==> src/rtl/alul_arbiter.sv <==
// alul_arbiter: two-requester bitwise ALU with a single registered result slot.
// Requesters are arbitrated round-robin in IDLE; the accepted operation's
// result is held in RESP until the consumer takes it.
//
// Ports:
//   clk, rst                     rising-edge clock, synchronous active-high reset
//   req0_valid/ready/a/b/sel     requester 0 handshake, operands and opcode
//   req1_valid/ready/a/b/sel     requester 1 handshake, operands and opcode
//   rsp_valid/ready              result handshake
//   rsp_out                      result data
//   rsp_id                       requester index that issued the held result
//   op_count                     completed responses, wraps at 256
module alul_arbiter #(
  parameter int unsigned WIDTH = 8
) (
  input  logic             clk,
  input  logic             rst,
  input  logic             req0_valid,
  output logic             req0_ready,
  input  logic [WIDTH-1:0] req0_a,
  input  logic [WIDTH-1:0] req0_b,
  input  logic [1:0]       req0_sel,
  input  logic             req1_valid,
  output logic             req1_ready,
  input  logic [WIDTH-1:0] req1_a,
  input  logic [WIDTH-1:0] req1_b,
  input  logic [1:0]       req1_sel,
  output logic             rsp_valid,
  input  logic             rsp_ready,
  output logic [WIDTH-1:0] rsp_out,
  output logic             rsp_id,
  output logic [7:0]       op_count
);

  typedef enum logic {
    IDLE = 1'b0,
    RESP = 1'b1
  } state_t;

  state_t state;
  logic   last_grant;
  logic   grant0;
  logic   grant1;
  logic   accept0;
  logic   accept1;

  // Bitwise operation selected by the two-bit opcode.
  function automatic logic [WIDTH-1:0] alu_op(
    input logic [WIDTH-1:0] a,
    input logic [WIDTH-1:0] b,
    input logic [1:0]       sel
  );
    logic [WIDTH-1:0] r;
    r = '0;
    case (sel)
      2'b00:   r = a & b;
      2'b01:   r = a | b;
      2'b10:   r = a ^ b;
      default: r = ~a;
    endcase
    return r;
  endfunction

  // Round-robin grant: on contention the requester that did not win last time
  // gets the slot; last_grant resets to 1 so requester 0 wins first.
  always_comb begin
    grant0 = 1'b0;
    grant1 = 1'b0;
    if (req0_valid && req1_valid) begin
      grant0 = last_grant;
      grant1 = ~last_grant;
    end else begin
      grant0 = req0_valid;
      grant1 = req1_valid;
    end
  end

  // Ready only while idle and out of reset.
  always_comb begin
    req0_ready = 1'b0;
    req1_ready = 1'b0;
    if (!rst && state == IDLE) begin
      req0_ready = grant0;
      req1_ready = grant1;
    end
  end

  assign accept0 = req0_valid & req0_ready;
  assign accept1 = req1_valid & req1_ready;

  // State, result slot and completion counter; reset wins over any handshake.
  always_ff @(posedge clk) begin
    if (rst) begin
      state      <= IDLE;
      rsp_valid  <= 1'b0;
      rsp_out    <= '0;
      rsp_id     <= 1'b0;
      op_count   <= 8'd0;
      last_grant <= 1'b1;
    end else begin
      case (state)
        IDLE: begin
          if (accept0) begin
            rsp_out    <= alu_op(req0_a, req0_b, req0_sel);
            rsp_id     <= 1'b0;
            last_grant <= 1'b0;
            rsp_valid  <= 1'b1;
            state      <= RESP;
          end else if (accept1) begin
            rsp_out    <= alu_op(req1_a, req1_b, req1_sel);
            rsp_id     <= 1'b1;
            last_grant <= 1'b1;
            rsp_valid  <= 1'b1;
            state      <= RESP;
          end
        end
        RESP: begin
          if (rsp_ready) begin
            rsp_valid <= 1'b0;
            op_count  <= 8'(op_count + 8'd1);
            state     <= IDLE;
          end
        end
        default: begin
          state     <= IDLE;
          rsp_valid <= 1'b0;
        end
      endcase
    end
  end

endmodule

==> config.mk <==
export PLATFORM = sky130hd
export DESIGN_NAME = alul_arbiter
export DESIGN_NICKNAME = d
export VERILOG_FILES = /design/src/rtl/alul_arbiter.sv
export SDC_FILE = /design/constraint.sdc
export NUM_CORES = 1
export LEC_CHECK = 0
export ABC_CLOCK_PERIOD_IN_PS = 1500
export CAP_MARGIN = 5
export CORE_ASPECT_RATIO = 1.2
export CORE_MARGIN = 4
export CORE_UTILIZATION = 41
export DETAILED_ROUTE_END_ITERATION = 8
export GPL_TIMING_DRIVEN = 0
export PLACE_DENSITY = 0.84
export SYNTH_ARGS = -nofsm -noshare
export SYNTH_HDL_FRONTEND = slang
export SYNTH_SLANG_ARGS = --single-unit
export TNS_END_PERCENT = 1
==> constraint.sdc <==
create_clock -name clk -period 1.5 [get_ports clk]
set_input_delay 0.225 -clock clk [delete_from_list [all_inputs] [get_ports clk]]
set_output_delay 0.225 -clock clk [all_outputs]
set_load 0.01 [all_outputs]
# == Word-level counts from Yosys, hierarchy flattened ==
# Cells that the tools add are included.
# Widths: inputs -> output; s select.
# totals
reg_bits,20
input_bits,41
output_inout_bits,20
word_cells,51
# op_classes
addsub,1
n_eq_ne,6
n_mux,17
bitwise_logic,12
n_reduce_logical,9
# ops
cell,count
$pmux 8 s3,2
$and 8x8->8,2
$mux 8,2
$not 8->8,2
$or 8x8->8,2
$xor 8x8->8,2
$mux 1,11
$add 8x1->8 const B,1
$reduce_and 2->1,3
$eq 2x1->1 const B,2
$eq 2x2->1 const B,2
$logic_not 2->1,2
$pmux 1 s2,2
$ne 3x3->1 const B,1
$and 1x1->1,2
$logic_and 1x1->1,2
$ne 2x2->1 const B,1
$not 1->1,2
$reduce_bool 2->1,1
$logic_not 1->1,1

# == Logic depth before layout (Yosys ltp) ==
# depth
ltp_word,7
depth_mapped,6
depth_no_buf,6

# == Least setup slack after synthesis ==
# OpenSTA, ideal clock, no wires.
# synth_timing
path_kind,input -> register
from,input port req1_a[4]
to,register rsp_out[4]
setup_time_ns,0.128
arrival_ns,1.336
required_time_ns,1.372
slack_ns,0.036
stages,5
path_buffers,0
path_cell_list,inv_1 -> ha_1 -> mux4_1 -> a222oi_1 -> nor2_1
# synth_via
elab_chain_cells,4
word_cells_on_any_way,7
cone_classes,mux: 3; bitwise: 4
# synth_rtl
item,line_no,text
"start, declared",25,"input logic [WIDTH-1:0] req1_a,"
"$xor 8x8->8, or another cell as far along",58,2'b10: r = a ^ b;
$pmux 8 s3 *,55,case (sel)
$mux 8 *,109,end else if (accept1) begin
$mux 8 *,103,if (accept0) begin
"end signal, assigned",104,"rsp_out <= alu_op(req0_a, req0_b, req0_sel);"
"end signal, assigned",110,"rsp_out <= alu_op(req1_a, req1_b, req1_sel);"
"end, declared",30,"output logic [WIDTH-1:0] rsp_out,"
# Every way passes the cells marked *; elsewhere a longest branch is shown, timed or not. The select of a mux whose other input is x is not followed.
# A chain may end at the register's enable or synchronous reset.

# == Worst setup path in the final report ==
# layout_timing
from,input port req0_a[6]
to,register rsp_out[6]
# layout_via
elab_chain_cells,3
word_cells_on_any_way,6
cone_classes,mux: 2; bitwise: 4
# layout_rtl
item,line_no,text
"start, declared",20,"input logic [WIDTH-1:0] req0_a,"
"$xor 8x8->8, or another cell as far along",58,
$pmux 8 s3 *,55,
$mux 8 *,103,
# Every way passes the cells marked *; elsewhere a longest branch is shown, timed or not.

==> summary.txt <==
Run status
  – Status: finished with violations
  – Violated checks: setup timing

Synthesis
  – Syn Nets: 279
  – Post-synthesis sequential area ratio: 0.2246
  – Top cells by count, synth: inv_1, ha_1, nor2_1
  – Synth area leaders: ha_1, dfxtp_1, mux4_2
  – Post-Syn Area per Cell: 8.697 um2
  – Register bit total from synthesis: 20
  – Share of Yosys cell area claimed by the top area cell type: 0.2316
  – Most used DFF post-synth: dfxtp_1
  – Number of synthesized flops with an enable pin: 0
  – Netlist cell types: 30
  – Yosys top cell by area: ha_1
  – Ys Warns: 0
  – Top-count cell post-synth: inv_1
  – Cells after Synth: 205
  – Synth async-reset ratio: 0
  – Post-Syn Area: 1783 um2

Timing
  – Min Tclk post-route: 1.503 ns
  – Slew margin rel.: 0.5538
  – Setup_tns: -0.002788 ns
  – Final hold viol count: 0
  – Worst Max-Slew Pin Slew: 0.6649 ns
  – Part of the cycle the worst path needs: 1.002
  – Worst Skew: 0.001478 ns
  – RSZ-0062 raised after global routing: true
  – Fmax: 665.4 MHz
  – # setup viols final: 1
  – Final Max Slew Viols: 0
  – Final worst setup slack: -0.002788 ns
  – Final hold slack: 0.4091 ns

Die
  – Die Y: 80.24 um
  – IO Count: 61
  – Die Wd: 68.20 um
  – FP Rows: 26
  – Core area: 4229 um2
  – Initial core utilization: 0.4216
  – Die footprint: 5472 um2

Worst hold path
  – Worst min path class: in -> reg
  – Min-delay src: req1_sel[1]
  – WHS Path Cells: 3
  – WHS Endpoint: rsp_out[6]

Routing
  – WL final: 4327 um
  – Routed wire length per instance: 13.11 um
  – Drt pass-1 iters: 4
  – Via/cell ratio: 5.100
  – Detail Route Antenna Nets: 0
  – Via count of the routed design: 1683
  – Starting DRC count in detailed routing: 82
  – Drt drc: 0

Placed design
  – Placer Congestion: 0.7854
  – Dpl hpwl: 3496 um
  – Dpl cells: 319
  – IO Port Bufs: 58

CTS
  – CTS H-tree depth: 1
  – Hold buffers post-CTS: 0
  – Cts bufs inserted: 3
  – Later-pin clock latency in the skew report: 0.26 ns
  – Root Buffer: clkbuf_8
  – CTS tree: done
  – Max Root-Sink Buffers: 2
  – Num Clock Sinks: 20
  – Clock transition at path regs: 0.07 ns

Critical path
  – Worst Setup End Kind: flop
  – Startpoint type of the worst setup path: input port
  – Reg2Reg Depth: 4
  – Critical path fanouts, max: 3
  – RR Startpoint: state
  – Worst flop-to-flop path endpoint: rsp_out[5]
  – Crit path required time: 1.65 ns
  – CP arrival: 1.65 ns
  – Crit path kind: in -> reg
  – Worst R2R Setup Slack: 0.15 ns

Pwr
  – Power Total: 1.486 mW
  – Leakage: 1.291 nW
  – VDD IR-drop max: 0.0004004 V
  – PwrDens: 580.4 nW/um2

Global route
  – Vias in the first global route: 1624
  – Largest net degree at the start of global routing: 12
  – Antenna violations before repair: 0
  – Global-route wire length before repair: 6789 um
  – GRT Total Usage: 0.1599
  – GR Overflow Total: 0

Cells and area
  – Area Growth Syn to Fin: 43.65%
  – Share of cells above drive strength 1: 0.1752
  – Fin nets: 349
  – # diodes: 0
  – Fin cells: 330

Flow run
  – # Max-Cap Violations: 0
[layer usage]
| layer | GRT usage | vias to the layer above | wire (um) |
|---|---|---|---|
| met5 | 0 | - | 0 |
| met4 | 0.06561 | 0 | 84 |
| met1 | 0.1698 | 799 | 1651 |
| met2 | 0.3009 | 49 | 2344 |
| li1 | - | 825 | - |
| met3 | 0.02517 | 10 | 246 |
[where the power goes]
group          internal [mW]  switching, mW  leakage, nW
clock                  0.234          0.176       0.0288
combinational          0.269          0.226         1.10
sequential             0.561         0.0213        0.165
[worst max-delay path by stage]
stage,start,endpoint,slack (ns),depth (start not counted)
after floorplan,req1_a[4],rsp_out[4],0.04,5
after global placement,rst,req0_ready,-0.61,5
after detailed placement,rst,req0_ready,-0.62,5
after CTS,req0_a[0],rsp_out[0],-0.06,6
after global routing,req0_b[2],rsp_out[2],-0.04,7
final,req0_a[6],rsp_out[6],-0.003,6
[layout make-up]
cell class              instances  area [um2]
plain buffers                   9       63.81
clock buffers                   4       55.05
fillers                       363        1668
inverters                      45       171.4
multi-input cells             131        1201
flip-flops and latches         20       406.6
well taps                      56       70.07
repair buffers                 65       593.1
[metrics by stage]
step                      area [um2]    util  setup slack (ns)
after floorplan                 1783       -           0.03641
after global placement          2434  0.5754           -0.6075
after detailed placement        2434  0.5754           -0.6224
after CTS                       2530  0.5982          -0.05675
after global routing            2561  0.6056          -0.03523
final                           2561  0.6056         -0.002788
[registers in the layout, summed over array words and instances, names as in the netlist]
signal and cells:
op_count 8, rsp_out 8, last_grant 1, rsp_id 1, rsp_valid 1, state 1
[worst max-delay path, cell delays in order]
cell             delay (ns)
clkdlybuf4s50_1        0.51
inv_1                  0.06
ha_1                   0.28
o211ai_1               0.19
a21oi_1                0.12
a221o_1                0.27
[placed cells by master, fill, tap and decap left out, drive strengths merged, types with 4 or more instances in the layout]
cell / Yosys / routed
o21ai: 5 / 5
nand4: 5 / 5
a21oi: 7 / 7
ha: 33 / 33
nor2: 22 / 22
clkbuf: 1 / 10
dlymetal6s2s: 0 / 6
inv: 45 / 45
buf: 8 / 17
xor2: 6 / 6
clkdlybuf4s50: 0 / 26
nand2: 15 / 15
dfxtp: 20 / 20
dlygate4sd2: 0 / 16
o211ai: 4 / 4
mux4: 11 / 11
[timing repair]
action | CTS | global route
endpoints found under the setup margin | 16 | 11
setup buffers | 4 | 3
hold endpoints to repair | 0 | 0
pin swaps | 12 | 7
resized for setup | 48 | 29
[cell families (layout without fill, tap and decap cells)]
logic type,after synthesis,after routing,synth area share
adders and majority gates,33,33,0.2316
AOI/OAI and AO/OA,28,28,0.1137
muxes,11,11,0.1453
xor gates and xnor gates,7,7,0.03439
DFF,20,20,0.2246
buffers and inverters,54,123,0.1221
and+or+nand+nor,52,52,0.1284
(Power assumes the default switching activity.)
==> patch (same settings) <==
Register the output `op_count` once more, cleared by the reset; this adds one clock of latency there. The other outputs are not delayed to match.
--- a/src/rtl/alul_arbiter.sv
+++ b/src/rtl/alul_arbiter.sv
@@ -36,6 +36,8 @@
     IDLE = 1'b0,
     RESP = 1'b1
   } state_t;
+
+  logic [7:0] op_count_s0;
 
   state_t state;
   logic   last_grant;
@@ -95,7 +97,7 @@
       rsp_valid  <= 1'b0;
       rsp_out    <= '0;
       rsp_id     <= 1'b0;
-      op_count   <= 8'd0;
+      op_count_s0 <= 8'd0;
       last_grant <= 1'b1;
     end else begin
       case (state)
@@ -117,7 +119,7 @@
         RESP: begin
           if (rsp_ready) begin
             rsp_valid <= 1'b0;
-            op_count  <= 8'(op_count + 8'd1);
+            op_count_s0 <= 8'(op_count_s0 + 8'd1);
             state     <= IDLE;
           end
         end
@@ -129,5 +131,13 @@
     end
   end
 
+  always_ff @(posedge clk) begin
+    if (rst) begin
+      op_count <= '0;
+    end else begin
+      op_count <= op_count_s0;
+    end
+  end
+
 endmodule
 
Function: changed (Yosys sat finds a counterexample within 4 cycles, from zero or initial values and one cycle with rst high).
==> patch against the unedited design <==
Wire length fell by 1.7%; combinational power fell by 2%; largest power group unchanged; cell area rose by 6.7%; sequential cell count rose by 8; worst setup slack improved by 17 ps; critical path type is now flop to primary output; area after synthesis rose by 12%; critical endpoint is now req1_ready; total power rose by 18%.
==> patch: results (changes against the unedited design) <==
[global_routing]
use_met3_pct=4.91  ; was 2.52%
grtUsageMet2_pct=27.2  ; was 30.1%
grt_pass1_wl_um=7080  ; was 6790 um
grt_max_degree=16  ; was 12
grt.met1_usage_pct=14.1  ; was 17.0%

[synthesis]
synth_xor_area_share_pct=3.07  ; was 3.44%
syn_nets=289  ; was 279
synth_compound_area_share_pct=11.7  ; was 11.4%
yosysSeqAreaShare_pct=28.1  ; was 22.5%
synth_area_leaders=dfxtp_1 28%, ha_1 21%, inv_1 8.6%, mux4_2 7.9%, mux4_1 5.3%  ; was ha_1 23%, dfxtp_1 22%, mux4_2 10%, inv_1 9.5%, nor2_1 4.6%
synth.top_cells.by_count=46 x inv_1, 33 x ha_1, 28 x dfxtp_1  ; was 45 x inv_1, 33 x ha_1, 22 x nor2_1
synth_mux_area_share_pct=13.2  ; was 14.5%
synth_cell_types=23  ; was 30

[power_and_ir_drop]
power_leakage_nw=1.36  ; was 1.29 nW
seqPwrFrac_pct=46.1  ; was 39.2%
p_per_area_nw_per_um2=640  ; was 580 nW/um2

[detailed_routing]
met1Wirelength_um=1640  ; was 1650 um
num_vias=1675  ; was 1683
wl_met2_um=2200  ; was 2340 um

[layout]
nNetsFinal=354  ; was 349
drive_gt1_share_pct=13.3  ; was 17.5%
reg.largest.list=op_count x8, op_count_s0 x8, rsp_out x8  ; was op_count x8, rsp_out x8

[status]
status=finished, final reports clean  ; was finished, violations left

[setup_path]
cp_max_fo=6  ; was 3
endpoint=req1_ready  ; was rsp_out[6]
r2r_slack_ps=180  ; was 150 ps

[min_path]
hold_end=rsp_out[4]  ; was rsp_out[6]

[clocking]
clk_pin_slew_ps=90  ; was 70 ps

[timing]
finalClockSkew_ps=3.50  ; was 1.48 ps
whs_ps=434  ; was 409 ps
relSlewSlack_pct=63.6  ; was 55.4%

[placed_design]
port_buffers=57  ; was 58
dpl.hpwl_um=3440  ; was 3500 um

==> patch: stage by stage <==
stage                     std cells  util (%)  TNS [ps]  instance area [um2]  worst slack, ps
after floorplan                 215         -         0                 2000             47.9
after global placement          330      56.6     -4850                 2640             -691
after detailed placement        330      56.6     -5150                 2640             -699
after CTS                       336      57.9      -346                 2700            -97.2
after global routing            337      58.6     -72.4                 2730            -55.6
final                           337      58.6         0                 2730             13.7
==> patch: final cells by class <==
type / instances / area (um2)
Buffer: 9 / 53.8
Clock buffer: 4 / 55.1
Fill cell: 431 / 1930
Inverter: 47 / 178
Multi-Input combinational cell: 131 / 1230
Sequential cell: 28 / 566
Tap cell: 58 / 72.6
Timing Repair Buffer: 60 / 583
==> patch: critical path, stage by stage, from the launching register on <==
cell      delay [ps]
dfxtp_4          370
nand2b_4         150
a211o_1          300
clkinv_2          70
buf_6            100
==> patch: repair_timing <==
action	4_1_cts	5_1_grt
pin swaps	3	3
buffers inserted	2	1
gates resized for setup	41	16
setup endpoints to repair	10	9
cloned	0	0
